`src/rtl/sudoku_pkg.sv`:
```
// sudoku_pkg: shared loader states, character classes and the ASCII-to-digit decode function
package sudoku_pkg;

    typedef enum logic [1:0] {IDLE, LOAD, DONE, ERROR} state_t;

    typedef struct packed {
        logic       valid;
        logic       is_empty;
        logic       is_sep;
        logic [4:0] value;
    } dec_t;

    localparam logic [7:0] CH_SPACE = 8'h20;
    localparam logic [7:0] CH_CR    = 8'h0d;
    localparam logic [7:0] CH_LF    = 8'h0a;
    localparam logic [7:0] CH_COMMA = 8'h2c;
    localparam logic [7:0] CH_BAR   = 8'h7c;
    localparam logic [7:0] CH_DASH  = 8'h2d;
    localparam logic [7:0] CH_ZERO  = 8'h30;
    localparam logic [7:0] CH_DOT   = 8'h2e;

    function automatic dec_t char_to_digit(input logic [7:0] c, input int side);
        dec_t d;
        d = '0;
        if (c inside {CH_SPACE, CH_CR, CH_LF, CH_COMMA, CH_BAR, CH_DASH}) begin
            d.valid  = 1'b1;
            d.is_sep = 1'b1;
        end else if (c inside {CH_ZERO, CH_DOT}) begin
            d.valid    = 1'b1;
            d.is_empty = 1'b1;
        end else begin
            if (c inside {[8'h31:8'h39]})
                d.value = 5'(c - 8'h30);
            else if (c inside {[8'h41:8'h47]})
                d.value = 5'(c - 8'h37);
            else if (c inside {[8'h61:8'h67]})
                d.value = 5'(c - 8'h57);
            // letters decode on every board size; the range check rejects them when the board is too small
            d.valid = d.value != 5'd0 && int'(d.value) <= side;
        end
        return d;
    endfunction

endpackage

```
`src/rtl/sudoku_char_decoder.sv`:
```
// sudoku_char_decoder: combinational ASCII classifier for a board of p_SIDE digits
module sudoku_char_decoder
    import sudoku_pkg::*;
#(
    parameter int p_SIDE = 9
) (
    input  logic [7:0] i_Byte,
    output dec_t       o_Dec
);

    assign o_Dec = char_to_digit(i_Byte, p_SIDE);

endmodule

```
`src/rtl/sudoku_grid_loader.sv`:
```
// sudoku_grid_loader: UART byte stream to one-hot candidate grid; SUDOKU_LOADER_CONFLICT_CHECK_EN adds clue-conflict detection
module sudoku_grid_loader
    import sudoku_pkg::*;
#(
    parameter int p_BOX = 3
) (
    input  logic       i_Clk,
    input  logic       i_Rst,
    input  logic       i_Start,
    input  logic       i_Rx_Valid,
    input  logic [7:0] i_Rx_Byte,
    output logic       o_Busy,
    output logic       o_Done,
    output logic       o_Grid_Valid,
    output logic       o_Error,
    output logic [7:0] o_Err_Cell,
    output logic [p_BOX-1:0][p_BOX-1:0][p_BOX-1:0][p_BOX-1:0][p_BOX*p_BOX-1:0] o_Grid
);

    localparam int p_SIDE = p_BOX * p_BOX;
    localparam int CW     = $clog2(p_SIDE);
    localparam int BW     = $clog2(p_BOX);

    typedef logic [p_BOX-1:0][p_BOX-1:0][p_BOX-1:0][p_BOX-1:0][p_SIDE-1:0] grid_t;

    state_t          state_q, state_d;
    logic [CW-1:0]   row_q, row_d, col_q, col_d;
    grid_t           grid_q, grid_d;
    logic [7:0]      err_cell_q, err_cell_d;
    logic            done_q, done_d;
    dec_t            dec;
    logic [BW-1:0]   br, bc, cr, cc;
    logic [p_SIDE-1:0] digit_oh;
    logic [7:0]      cell_idx;
    logic            last_col, last_row, conflict;

    sudoku_char_decoder #(.p_SIDE(p_SIDE)) u_dec (
        .i_Byte (i_Rx_Byte),
        .o_Dec  (dec)
    );

    assign br       = BW'(row_q / CW'(p_BOX));
    assign bc       = BW'(col_q / CW'(p_BOX));
    assign cr       = BW'(row_q % CW'(p_BOX));
    assign cc       = BW'(col_q % CW'(p_BOX));
    assign digit_oh = p_SIDE'(1) << (dec.value - 5'd1);
    assign cell_idx = 8'(int'(row_q) * p_SIDE + int'(col_q));
    assign last_col = col_q == CW'(p_SIDE - 1);
    assign last_row = row_q == CW'(p_SIDE - 1);

`ifdef SUDOKU_LOADER_CONFLICT_CHECK_EN
    logic [p_SIDE-1:0][p_SIDE-1:0] row_used_q, row_used_d, col_used_q, col_used_d, box_used_q, box_used_d;
    logic [CW-1:0] box_idx;
    assign box_idx  = CW'(int'(br) * p_BOX + int'(bc));
    assign conflict = |((row_used_q[row_q] | col_used_q[col_q] | box_used_q[box_idx]) & digit_oh);
`else
    assign conflict = 1'b0;
`endif

    always_comb begin
        state_d    = state_q;
        row_d      = row_q;
        col_d      = col_q;
        grid_d     = grid_q;
        err_cell_d = err_cell_q;
        done_d     = 1'b0;
`ifdef SUDOKU_LOADER_CONFLICT_CHECK_EN
        row_used_d = row_used_q;
        col_used_d = col_used_q;
        box_used_d = box_used_q;
`endif
        // a start pulse wins over any byte arriving in the same cycle
        if (i_Start) begin
            state_d    = LOAD;
            row_d      = '0;
            col_d      = '0;
            grid_d     = '0;
            err_cell_d = '0;
`ifdef SUDOKU_LOADER_CONFLICT_CHECK_EN
            row_used_d = '0;
            col_used_d = '0;
            box_used_d = '0;
`endif
        end else if (state_q == LOAD && i_Rx_Valid && !dec.is_sep) begin
            if (!dec.valid || conflict) begin
                state_d    = ERROR;
                err_cell_d = cell_idx;
            end else begin
                if (!dec.is_empty) begin
                    grid_d[br][bc][cr][cc] = digit_oh;
`ifdef SUDOKU_LOADER_CONFLICT_CHECK_EN
                    row_used_d[row_q]   = row_used_q[row_q] | digit_oh;
                    col_used_d[col_q]   = col_used_q[col_q] | digit_oh;
                    box_used_d[box_idx] = box_used_q[box_idx] | digit_oh;
`endif
                end
                col_d = last_col ? '0 : CW'(col_q + 1'b1);
                row_d = last_col ? (last_row ? '0 : CW'(row_q + 1'b1)) : row_q;
                if (last_col && last_row) begin
                    state_d = DONE;
                    done_d  = 1'b1;
                end
            end
        end
    end

    always_ff @(posedge i_Clk) begin
        if (i_Rst) begin
            state_q    <= IDLE;
            row_q      <= '0;
            col_q      <= '0;
            grid_q     <= '0;
            err_cell_q <= '0;
            done_q     <= 1'b0;
`ifdef SUDOKU_LOADER_CONFLICT_CHECK_EN
            row_used_q <= '0;
            col_used_q <= '0;
            box_used_q <= '0;
`endif
        end else begin
            state_q    <= state_d;
            row_q      <= row_d;
            col_q      <= col_d;
            grid_q     <= grid_d;
            err_cell_q <= err_cell_d;
            done_q     <= done_d;
`ifdef SUDOKU_LOADER_CONFLICT_CHECK_EN
            row_used_q <= row_used_d;
            col_used_q <= col_used_d;
            box_used_q <= box_used_d;
`endif
        end
    end

    assign o_Busy       = state_q == LOAD;
    assign o_Grid_Valid = state_q == DONE;
    assign o_Error      = state_q == ERROR;
    assign o_Done       = done_q;
    assign o_Err_Cell   = err_cell_q;
    assign o_Grid       = grid_q;

endmodule

```
`config.mk`:
```
export PLATFORM = sky130hd
export DESIGN_NAME = sudoku_grid_loader
export DESIGN_NICKNAME = d
export VERILOG_FILES = /design/src/rtl/sudoku_pkg.sv /design/src/rtl/sudoku_char_decoder.sv /design/src/rtl/sudoku_grid_loader.sv
export SDC_FILE = /design/constraint.sdc
export NUM_CORES = 1
export LEC_CHECK = 0
export ABC_AREA = 1
export CELL_PAD_IN_SITES_DETAIL_PLACEMENT = 1
export CELL_PAD_IN_SITES_GLOBAL_PLACEMENT = 2
export CORE_ASPECT_RATIO = 1.4
export CORE_MARGIN = 2
export CORE_UTILIZATION = 37
export DETAILED_ROUTE_END_ITERATION = 8
export DONT_BUFFER_PORTS = 1
export PLACE_DENSITY_LB_ADDON = 0.2
export SYNTH_ARGS = -nofsm -noshare
export SYNTH_HDL_FRONTEND = slang
export SYNTH_SLANG_ARGS = --single-unit
export TNS_END_PERCENT = 50
```
`constraint.sdc`:
```
create_clock -name i_Clk -period 4.3 [get_ports i_Clk]
set_clock_uncertainty 0.2 [all_clocks]
set_input_delay 0.86 -clock i_Clk [delete_from_list [all_inputs] [get_ports i_Clk]]
set_output_delay 0.86 -clock i_Clk [all_outputs]
set_load 0.1 [all_outputs]
```
# Word level (Yosys, flattened, before mapping)
# Index checks and enable logic that the tools add are counted.
dict set report op_classes {
  addsub 7
  n_mul 1
  div 4
  magnitude_cmp 15
  eq_ne 15
  n_shift 1
  n_mux 28
  n_bitwise 3
  reduce_logical 24
}
# operator n
set op_table {}
lappend op_table {{729-bit bitwise mux} 1}
lappend op_table {{243-bit demux with 2-bit select} 1}
lappend op_table {{243-bit 2-to-1 mux} 1}
lappend op_table {{81-bit demux with 2-bit select} 1}
lappend op_table {{81-bit 2-to-1 mux} 1}
lappend op_table {{27-bit demux with 2-bit select} 1}
lappend op_table {{8-bit by 6-bit == test with 1-bit output (second input constant)} 5}
lappend op_table {{5-bit 2-to-1 mux} 7}
lappend op_table {{27-bit 2-to-1 mux} 1}
lappend op_table {{9-bit demux with 2-bit select} 1}
lappend op_table {{8-bit by 4-bit == test with 1-bit output (second input constant)} 2}
lappend op_table {{8-bit by 7-bit >= comparator with 1-bit output (second input constant)} 2}
lappend op_table {{8-bit by 7-bit <= comparator with 1-bit output (second input constant)} 2}
lappend op_table {{5-bit subtractor (second input constant)} 3}
lappend op_table {{2-bit by 3-bit less-than comparator with 1-bit output (second input constant)} 4}
lappend op_table {{1-bit logical AND} 11}
lappend op_table {{9-bit 2-to-1 mux} 1}
lappend op_table {{1-bit by 5-bit << shifter with 9-bit output (first input constant)} 1}
lappend op_table {{4-bit by 1-bit adder with 4-bit output (second input constant)} 2}
lappend op_table {{8-bit by 4-bit adder with 8-bit output} 1}
lappend op_table {{4-bit by 2-bit divider with 4-bit output (second input constant)} 2}
lappend op_table {{4-bit == test (second input constant)} 2}
lappend op_table {{8-bit by 7-bit == test with 1-bit output (second input constant)} 1}
lappend op_table {{2-bit by 1-bit >= comparator with 1-bit output (second input constant)} 4}
lappend op_table {{other kinds (22)} 40}
dict set report totals {
  register_bits 748
  input_bits 12
  output_inout_bits 741
  wordCells 185
}

# Depth between registers and ports, before layout
# Gate-level depths: netlist of run 1.
dict set report logic_depth {
  word_depth 14
  ltp_mapped 22
  mapped_depth_nobuf 21
}

# Cells and area by module
# From an unflattened synthesis of run 1, not the netlist that was laid out.
dict set report hier_totals {
  cells_unflattened 5193
  area_unflattened_um2 33689.8
}
# mod n_inst cells_per_inst area_each_um2 seq_area_each_um2
set modules_own_cells {}
lappend modules_own_cells {sudoku_grid_loader 1 5083 33118.0 14974.4}
lappend modules_own_cells {sudoku_char_decoder 1 110 571.8 0.0}

# Least setup slack after synthesis of run 1
# No wires, ideal clock.
dict set report synth_timing {
  path_kind {register to register}
  from {reg col_q[3]}
  to {reg grid_q (netlist bit o_Grid[468])}
  setup_time_ns 0.132
  t_arrival_ns 3.160
  required_time_ns 3.968
  setup_slack_ns 0.808
  path_stages_with_launch 21
  n_path_buf 0
  period_less_slack_ns 3.492
  path_cell_list {dfxtp_1 > inv_2 > nand2_1 > inv_1 > ha_1 > inv_1 > ha_1 > nand2_4 > xor2_1 > inv_1 > ha_1 > a21oi_4 > nand2_2 > nand2_1 > o21ai_4 > nor2_4 > nand3_2 > nor2_2 > nand4_4 > nand2_1 > a21oi_1}
}
dict set report synth_via {
  elab_chain_cells 12
  word_cells_on_any_way 17
  classes_between {div: 2; order compare: 4; mux: 9; reduce/logical: 2}
}
# item line
set synth_lines {}
lappend synth_lines {{start, declared} sudoku_grid_loader.sv:27} ;# logic [CW-1:0] row_q, row_d, col_q, col_d;
lappend synth_lines {{start signal, assigned} sudoku_grid_loader.sv:123} ;# col_q <= col_d;
lappend synth_lines {{4-bit by 2-bit remainder unit with 4-bit output} sudoku_grid_loader.sv:45} ;# assign cc = BW'(col_q % CW'(p_BOX));
lappend synth_lines {{2-bit by 3-bit less-than comparator with 1-bit output (implied by the code) / 2-bit by 1-bit >= comparator with 1-bit output (equally long branches)} sudoku_grid_loader.sv:90} ;# grid_d[br][bc][cr][cc] = digit_oh;
lappend synth_lines {{1-bit logical AND (implied by the code)} sudoku_grid_loader.sv:90}
lappend synth_lines {{9-bit 2-to-1 mux (implied by the code)} sudoku_grid_loader.sv:90}
lappend synth_lines {{9-bit demux with 2-bit select} sudoku_grid_loader.sv:90}
lappend synth_lines {{27-bit 2-to-1 mux (implied by the code)} sudoku_grid_loader.sv:90}
lappend synth_lines {{27-bit demux with 2-bit select} sudoku_grid_loader.sv:90}
lappend synth_lines {{81-bit 2-to-1 mux (implied by the code)} sudoku_grid_loader.sv:90}
lappend synth_lines {{81-bit demux with 2-bit select *} sudoku_grid_loader.sv:90}
lappend synth_lines {{243-bit 2-to-1 mux (implied by the code) *} sudoku_grid_loader.sv:90}
lappend synth_lines {{243-bit demux with 2-bit select *} sudoku_grid_loader.sv:90}
lappend synth_lines {{729-bit bitwise mux *} sudoku_grid_loader.sv:90}
lappend synth_lines {{end signal, assigned} sudoku_grid_loader.sv:124} ;# grid_q <= grid_d;
lappend synth_lines {{end, declared} sudoku_grid_loader.sv:28} ;# grid_t grid_q, grid_d;
# Mark *: on every way between the ends. The rest lies on a longest branch, timed or not.
# A chain may end at the register's enable or synchronous reset.

# Worst setup path in the final report of run 1
dict set report layout_timing {
  from {reg col_q[1]}
  to {reg grid_q (netlist bit o_Grid[98])}
}
# The elaborated chain is that of the path after synthesis.

==> impl_metrics.toml, run 1 <==
[clock_tree]
cts_buffers = 80
holdBufCountCts = 0
cts_max_level = 3
cts.sinks = 748
worstSkewPairLatency_ps = 630
clock-root-buffer = "clkbuf_16"
clk_pin_slew_ps = 60
cts_tree = "yes"
clockBufferDepth = 3

[sta]
clock.fmax_mhz = 248
final_hold_viol_count = 0
setup_viol = 0
max_slew_margin_pct = 20.1
maxSlewViolCount = 0
totalNegativeSetupSlack_ps = 0
finalCriticalPeriod_ps = 4040
rsz0062_at_grt = "false"
worst_pin_slew_ps = 1200
final.period_utilization_pct = 93.8

[setup_path]
arrival_ps = 4350
slowest_delay_ps = 470
reg2reg_slack_ps = 260
startpoint_type = "flop"
reg2reg_from = "col_q[1]"
critPathKind = "flop to flop"
critPathRequiredTime_ps = 4620
r2r_end = "o_Grid[98]"
cp_max_fo = 9
cp_common_cell = "ha_1"
crit_chain = "ha_1 -> inv_1 -> ha_1 -> nand2_4 -> xor2_1 -> inv_1 -> ha_1 -> a21oi_4 -> nand2_2 -> nand2_1 -> o21ai_4 -> nor2_4 -> nand3_2 -> buf_4 -> nor2_4 -> nand4_2 -> nand2_1 -> a21oi_1"
cpMaxStageDelayCell = "dfxtp_1"
worst_r2r_path_depth = 18
cp-end-kind = "flop"

[floorplan]
rows = 129
die_w_um = 256
coreArea_mm2 = 0.0883
dieArea_mm2 = 0.0913
io_pins = 753
initial_core_util_pct = 37.2
fp.dieH_um = 357

[power_and_ir_drop]
p_leak_nw = 11.4
power_density_mw_per_mm2 = 405
ir_worst_vdd_uv = 382

[final_layout]
ff_latch_area_mm2 = 0.0150
nNetsFinal = 3774
synthToLayoutAreaGrowth_pct = 13.1
antenna_cells = 0
multi_input_area_mm2 = 0.0156
final_area_mm2 = 0.0372
final_util_pct = 42.1
fill_cells = 10220
fin_cells = 4970
layout-drive-gt1-share_pct = 14.8

[detailed_routing]
dr.pass1.iters = 5
dr_total_vias = 30066
drc = 0
drt_wl_total_mm = 145
wire_per_inst_um = 29.1
drt-vias-per-instance = 6.05
antenna_left = 0
drt_iter0_drc = 2210

[synth]
synth_fp_nets = 3861
synthSimpleGateAreaFrac_pct = 34.2
synth_xor_area_share_pct = 0.240
synth_area_leaders = "dfxtp_1, nand4_1, a21oi_1"
synth_mux_area_share_pct = 0
syn_inst = 3821
synth_seq_cells = 748
ys_types = 43
ys_seq_area_share_pct = 45.5
synth_top_family_by_area = "simple AND/OR/NAND/NOR gates"
syn_avg_cell_area_um2 = 8.61
synthAdderAreaFrac_pct = 1.09
yosysTopAreaCellShare_pct = 45.5
yosys_warnings = 0
synth_area_leader_cell = "dfxtp_1"
synth_area_mm2 = 0.0329
synth_compound_area_share_pct = 11.8

[hold_path]
hp-start = "i_Rst"
worstHoldPathCells = 1
min-delay-path-class = "input port to flop"
min_to = "state_q[0]"

[place]
placed_cell_area_mm2 = 0.0345
place_inst = 4830
routabilityCongestion = 0.854
hpwl_mm = 98.0
port_buffers = 0

[global_route]
antenna_found_initial = 0
grt.total_usage_pct = 30.3
grt_pass1_vias = 29574
grt_pass1_wl_mm = 209
grt_overflow_total = 0
grt_max_degree = 116

[status]
status = "finished, final reports clean"

[run]
maxCapViolations = 0
worst max-delay path by stage:
stage                  end  slack [ps]  startpoint
2_1_floorplan  o_Grid[468]         810    col_q[3]
3_3_place_gp    o_Grid[97]         300    col_q[0]
3_5_place_dp    o_Grid[98]          90    col_q[0]
4_1_cts         o_Grid[96]          60    col_q[0]
5_1_grt        o_Grid[285]           8    row_q[3]
6_report        o_Grid[98]         260    col_q[1]
sequential cells by signal, summed over array words and instances, names as in the netlist:
register and cells:
col_q 4, o_Done 1, o_Err_Cell 8, o_Grid 729
row_q 4, state_q 2
cells in the mapped netlist (all sizes together):
| cell | number |
|---|---|
| clkbuf | 219 |
| o21bai | 1 |
| xor2 | 8 |
| nor2 | 127 |
| fa | 1 |
| dfxtp | 748 |
| nand2 | 835 |
| o21a | 2 |
| nand4 | 819 |
| o31ai | 1 |
| clkinv | 3 |
| ha | 27 |
| a21oi | 750 |
| nand3 | 62 |
| a31oi | 1 |
| buf | 133 |
| inv | 64 |
| xnor2 | 1 |
| nor4 | 2 |
| nor3 | 4 |
| o21ai | 13 |
per-stage QoR:
step / total power, mW / setup slack (ps) / hold slack (ps)
floorplan: 7.84 / 808 / 299
global placement: 8.00 / 302 / 261
detailed placement: 8.02 / 86.7 / 268
CTS: 15.2 / 60.1 / 67.9
global route: 15.5 / 7.65 / 84.1
finish: 15.0 / 265 / 107
critical path: cells and delay by family, from the launching register on:
family,cells,cell delay [ps]
AOI/OAI and AO/OA,3,340
xor gates and xnor gates,1,300
adders and majority gates,3,630
buffers and inverters,3,370
DFF,1,470
and+or+nand+nor,8,1630
cells in the final DEF, fill, tap and decap left out, types with 10 or more instances in the layout:
cell type / n
dfxtp_1: 747
clkinv_2: 19
o21ai_0: 10
buf_4: 122
nand2_1: 822
nor2_8: 29
buf_12: 61
nand4_1: 738
inv_1: 47
nand4_4: 60
nand3_2: 19
clkbuf_1: 10
nand3_1: 29
inv_2: 12
nor2_1: 32
nor2_4: 36
a21oi_1: 748
ha_1: 27
nand3_4: 14
nor2_2: 30
clkbuf_16: 82
nand4_2: 21
clkbuf_8: 11
power breakdown:
group          internal [mW]  switching, mW  total [mW]  leakage [nW]
Combinational          0.191          0.729       0.920          4.10
Sequential              6.93         0.0211        6.95          6.02
Clock                   4.12           3.05        7.17          1.31
routing by layer:
| layer | vias to the layer above | global-route usage [%] | share of wire [%] |
|---|---|---|---|
| met2 | 1091 | 51.1 | 48 |
| li1 | 13621 | - | - |
| met3 | 280 | 9.95 | 8.4 |
| met5 | - | 0 | 0 |
| met1 | 15074 | 34.6 | 38 |
| met4 | 0 | 14.2 | 5.0 |
layout make-up:
type	count	share of cell area, %
clock inverters	36	1.17
well taps	1179	3.97
repair buffers	183	5.75
clock buffers	103	6.03
inverters	67	0.744
flip-flops and latches	748	40.3
multi-input cells	2654	42.1
cells by family after synthesis:
kind of cell,Yosys count
simple gates,1849
fa+ha+maj,28
xor+xnor,9
flops,748
compound gates,768
buf+inv,419
repair_timing:
item,CTS,global route
endpoints found under the setup margin,0,30
resized for setup,0,1
buffers inserted,0,1
(Power assumes the default switching activity.)
==> run 2: changes to the inputs <==
--- a/config.mk
+++ b/config.mk
@@ -9,7 +9,6 @@
 export CELL_PAD_IN_SITES_DETAIL_PLACEMENT = 1
 export CELL_PAD_IN_SITES_GLOBAL_PLACEMENT = 2
 export CORE_ASPECT_RATIO = 1.4
-export CORE_MARGIN = 2
 export CORE_UTILIZATION = 37
 export DETAILED_ROUTE_END_ITERATION = 8
 export DONT_BUFFER_PORTS = 1
==> run 2 against run 1 <==
Compared with the run above:
- power shrank 2.3%
- via count shrank 0.89%
- combinational power shrank 2%
- non-clock buffer count shrank 15
- final area shrank 1.0%
- flip-flop and latch count is the same
- clock power shrank 4.6%
- fmax grew 0.77%
- first-iteration DRC count shrank 7.5%
- worst hold slack lost 24 ps
- setup slack gained 31 ps
==> impl_metrics.toml, run 2 (synthesis gave the netlist of run 1 again) <==
[global_route]
grtUsageMet2_pct = 51.4
grt.busiest_layer = "met2"
grt_pass1_wl_mm = 207
grt_overflow_total = 0
grt.total_usage_pct = 30.5
grt_max_degree = 124
met1_usage_pct = 35.0
antenna_found_initial = 1
grt_pass1_vias = 29642
use_met3_pct = 9.90

[power_and_ir_drop]
p_leak_nw = 11.2
switching_share_pct = 25.5
power_frac_seq_pct = 47.3
power_mw = 14.7
p_switching_mw = 3.74
pwr-share-clk_pct = 46.5
comb_power_share_pct = 6.2
p_int_mw = 11.0
ir_worst_vdd_uv = 295
power_density_mw_per_mm2 = 399

[setup_path]
arrival_ps = 4370
r2r_end = "o_Grid[41]"
cpMaxStageDelayCell = "dfxtp_1"
critPathRequiredTime_ps = 4670
critPathBufInv = 5
reg2reg_from = "row_q[3]"
crit_chain = "inv_2 -> nand2_1 -> inv_1 -> ha_1 -> inv_1 -> ha_1 -> nand2_2 -> xor2_1 -> inv_1 -> ha_1 -> a21oi_2 -> nand2_2 -> nand2_1 -> o21ai_2 -> nor2_8 -> nand3_2 -> nor2_4 -> buf_4 -> nand4_1 -> a21oi_1"
worst_r2r_path_depth = 20
crit_family = "simple AND/OR/NAND/NOR gates"
critPathKind = "flop to flop"
cp_max_fo = 9
reg2reg_slack_ps = 300
slowest_delay_ps = 320
cp-end-kind = "flop"
startpoint_type = "flop"

[place]
port_buffers = 0
preCtsSetupSlack_ps = 239
hpwl_mm = 96.4
routabilityCongestion = 0.842
placed_cell_area_mm2 = 0.0342

[floorplan]
die_w_um = 254
dieArea_mm2 = 0.0901
coreArea_mm2 = 0.0881
io_pins = 753
fp.dieH_um = 355
rows = 129
initial_core_util_pct = 37.3

[final_layout]
fill_cells = 10196
antenna_cells = 0
nNetsFinal = 3758
final_util_pct = 41.8
layout_common_cells = "nand2_1, a21oi_1, dfxtp_1"
final_area_mm2 = 0.0368
synthToLayoutAreaGrowth_pct = 11.9
layout-drive-gt1-share_pct = 14.2
final_common_cell = "nand2_1"
largest_reg_flops = 729

[hold_path]
worstHoldPathCells = 1
min_to = "state_q[0]"
min-delay-path-class = "input port to flop"
hp-start = "i_Rst"

[sta]
rsz0062_at_grt = "true"
final_hold_viol_count = 0
finalCriticalPeriod_ps = 4000
totalNegativeSetupSlack_ps = 0
maxSlewViolCount = 0
clock.fmax_mhz = 250
final.period_utilization_pct = 93.1
layout_setup_ws_ps = 296
worst_pin_slew_ps = 1200
max_slew_margin_pct = 19.6
setup_viol = 0

[detailed_routing]
dr.pass1.iters = 5
drc = 0
wire_per_inst_um = 28.8
drt_iter0_drc = 2044
drt-vias-per-instance = 6.02
antenna_left = 0
drt_wl_total_mm = 143
dr_total_vias = 29799

[clock_tree]
clk_pin_slew_ps = 70
clock-root-buffer = "clkbuf_16"
worstSkewPairLatency_ps = 640
cts.sinks = 748
cts_buffers = 79
holdBufCountCts = 0
cts_max_level = 3
clockBufferDepth = 3
cts_tree = "yes"

[run]
maxCapViolations = 0

[status]
status = "finished, final reports clean"
-- run 2: final cells by class --
class	count	area, um2	share of cell area (%)
Tap cell	1179	1480	4.01
Sequential cell	748	15000	40.7
Clock buffer	111	2290	6.22
Multi-Input combinational cell	2654	15700	42.6
Timing Repair Buffer	168	1890	5.13
Inverter	67	277	0.751
Clock inverter	23	233	0.632
-- run 2: stage by stage --
step                hold slack (ps)  cells
floorplan                       299   3821
global placement                260   4814
detailed placement              257   4814
CTS                            37.3   4948
global route                   50.0   4950
finish                         83.2   4950
-- run 2: power by group through the flow --
stage	Combinational (mW)	Clock, mW	Sequential (mW)
3_3_place_gp	0.873	0	7.11
2_1_floorplan	0.733	0	7.10
6_report	0.904	6.84	6.95
4_1_cts	0.894	6.97	6.95
3_5_place_dp	0.893	0	7.11
5_1_grt	0.954	7.24	6.95
-- run 2: how the worst max path moves through the flow --
| stage | to | cells past startpoint | startpoint |
|---|---|---|---|
| after floorplan | o_Grid[468] | 20 | col_q[3] |
| after global routing | o_Grid[144] | 17 | col_q[1] |
| final | o_Grid[41] | 20 | row_q[3] |
| after global placement | o_Grid[649] | 20 | row_q[3] |
| after CTS | o_Grid[648] | 20 | row_q[3] |
| after detailed placement | o_Grid[648] | 20 | row_q[3] |
-- run 2: repair_timing --
item                       CTS  global route
setup buffers                0             2
resized for setup            0             4
setup endpoints to repair    0            47
-- run 2: layer usage --
layer | up-vias | share of wire, %
li1 | 13589 | -
met1 | 14937 | 38
met2 | 1008 | 48
met3 | 263 | 9.0
met4 | 2 | 4.6
met5 | - | 0.012
==> run 3: changes to the inputs <==
--- a/config.mk
+++ b/config.mk
@@ -6,12 +6,13 @@
 export NUM_CORES = 1
 export LEC_CHECK = 0
 export ABC_AREA = 1
-export CELL_PAD_IN_SITES_DETAIL_PLACEMENT = 1
-export CELL_PAD_IN_SITES_GLOBAL_PLACEMENT = 2
-export CORE_ASPECT_RATIO = 1.4
-export CORE_UTILIZATION = 37
+export CELL_PAD_IN_SITES_DETAIL_PLACEMENT = 0
+export CELL_PAD_IN_SITES_GLOBAL_PLACEMENT = 1
+export CORE_AREA = 2 2 293 295
 export DETAILED_ROUTE_END_ITERATION = 8
+export DIE_AREA = 0 0 295 297
 export DONT_BUFFER_PORTS = 1
+export GPL_TIMING_DRIVEN = 0
 export PLACE_DENSITY_LB_ADDON = 0.2
 export SYNTH_ARGS = -nofsm -noshare
 export SYNTH_HDL_FRONTEND = slang
==> run 3 against run 2 <==
Compared with the run above:
- register-to-register slack worse by 60 ps
- sequential share of layout area shrank 0.86 points
- first-iteration DRC count increased by 33%
- flip-flop and latch count stayed put
- combinational power grew 19%
- final cell count is 4.1% higher
- sequential power hardly changed
- critical path depth up 1
- power grew 4.3%
- final area grew 2.2%
- clock power up 6.7%
- critical endpoint is now o_Grid[307]
==> impl_metrics.toml, run 3 (synthesis gave the netlist of run 1 again) <==
[setup_path]
cp-end-kind = "flop"
arrival_ps = 4360
startpoint_type = "flop"
critPathRequiredTime_ps = 4600
cp_max_fo = 10
critPathKind = "flop to flop"

[global_route]
grt_pass1_wl_mm = 208
grt.total_usage_pct = 32.1
antenna_found_initial = 0
grt_overflow_total = 0
grt_pass1_vias = 27953
grt_max_degree = 14

[floorplan]
die_w_um = 295
fp.dieH_um = 297
dieArea_mm2 = 0.0876
rows = 107
initial_core_util_pct = 38.9
io_pins = 753
coreArea_mm2 = 0.0845

[hold_path]
min-delay-path-class = "input port to flop"

[clock_tree]
clk_pin_slew_ps = 60
holdBufCountCts = 0
worstSkewPairLatency_ps = 640
clock-root-buffer = "clkbuf_16"
cts_tree = "yes"
cts_buffers = 85
cts.sinks = 748
cts_max_level = 3
clockBufferDepth = 3

[detailed_routing]
drc = 0
drt-vias-per-instance = 5.91
antenna_left = 0
wire_per_inst_um = 28.3
drt_iter0_drc = 2721
drt_wl_total_mm = 146
dr_total_vias = 30438
dr.pass1.iters = 5

[sta]
final_hold_viol_count = 0
clock.fmax_mhz = 246
max_slew_margin_pct = 12.0
rsz0062_at_grt = "true"
maxSlewViolCount = 0
worst_pin_slew_ps = 1320
finalCriticalPeriod_ps = 4060
final.period_utilization_pct = 94.5
setup_viol = 0
totalNegativeSetupSlack_ps = 0

[final_layout]
multi_input_area_mm2 = 0.0158
synthToLayoutAreaGrowth_pct = 14.4
largest_reg_flops = 729
fin_cells = 5154
final_common_cell = "nand2_1"
ff_latch_area_mm2 = 0.0150
fill_cells = 8517
antenna_cells = 0
layout_common_cells = "nand2_1, a21oi_1, dfxtp_1"
nNetsFinal = 3985
layout-drive-gt1-share_pct = 13.9

[power_and_ir_drop]
ir_worst_vdd_uv = 257
power_density_mw_per_mm2 = 408
p_leak_nw = 11.5

[status]
status = "finished, final reports clean"

[place]
port_buffers = 0
routabilityCongestion = 0.877
hpwl_mm = 107
place_inst = 4970

[run]
maxCapViolations = 0
[run 3: critical path: stages (launching register included)]
cell	delay (ps)
dfxtp_1	310
buf_4	160
inv_2	80
nand2_1	70
inv_1	60
ha_1	130
inv_1	40
ha_1	170
nand2_2	140
xor2_2	220
inv_1	70
ha_1	190
a21oi_2	150
nand2_2	150
nand2_1	110
nand2_2	140
nor2_8	300
nand3_2	370
nor2_4	410
nand4_4	240
nand2_1	120
a21oi_1	80
[run 3: metrics by stage]
step	instance area (um2)	worst slack (ps)	utilization, %	hold WS, ps	total power, mW
finish	37600	236	44.5	82.9	15.3
global route	37600	-42.3	44.5	71.6	15.7
CTS	37200	11.0	44.0	48.4	15.4
detailed placement	34400	-374	40.7	363	8.17
global placement	34300	-1110	40.6	328	8.16
floorplan	32900	808	-	299	7.84
[run 3: worst paths after layout]
kind | startpoint | to | slack (ps) | depth (start not counted)
max reg2reg | row_q[3] | o_Grid[307] | 240 | 21
min | i_Rst | state_q[0] | 80 | 1
max | row_q[3] | o_Grid[307] | 240 | 21
min reg2reg | col_q[3] | col_q[3] | 330 | 2
[run 3: area by class of cell]
class | count | area share [%]
buffer | 351 | 5.55
clock buffer | 117 | 6.38
clock inverter | 35 | 0.932
inverter | 67 | 0.669
multi-input combinational | 2654 | 42.0
sequential | 748 | 39.8
tap | 1144 | 3.81
timing repair buffer | 38 | 0.852
[run 3: what timing repair did]
item / CTS / global route
buffers inserted: 0 / 33
gates cloned: 0 / 0
resized for setup: 9 / 33
setup endpoints to repair: 66 / 536
pin swaps: 0 / 30
[run 3: metal layers]
metal | global-route usage (%) | wire length (um)
met5 | 0 | 0
met4 | 12.9 | 6430
met3 | 11.1 | 15000
met2 | 51.2 | 67000
met1 | 39.3 | 57700
[run 3: power by group]
part | leakage [nW] | internal [mW] | total (mW) | switching, mW
clock network | 1.36 | 4.17 | 7.30 | 3.13
logic | 4.13 | 0.269 | 1.08 | 0.811
registers | 6.02 | 6.93 | 6.95 | 0.0197
total | 11.5 | 11.4 | 15.3 | 3.96
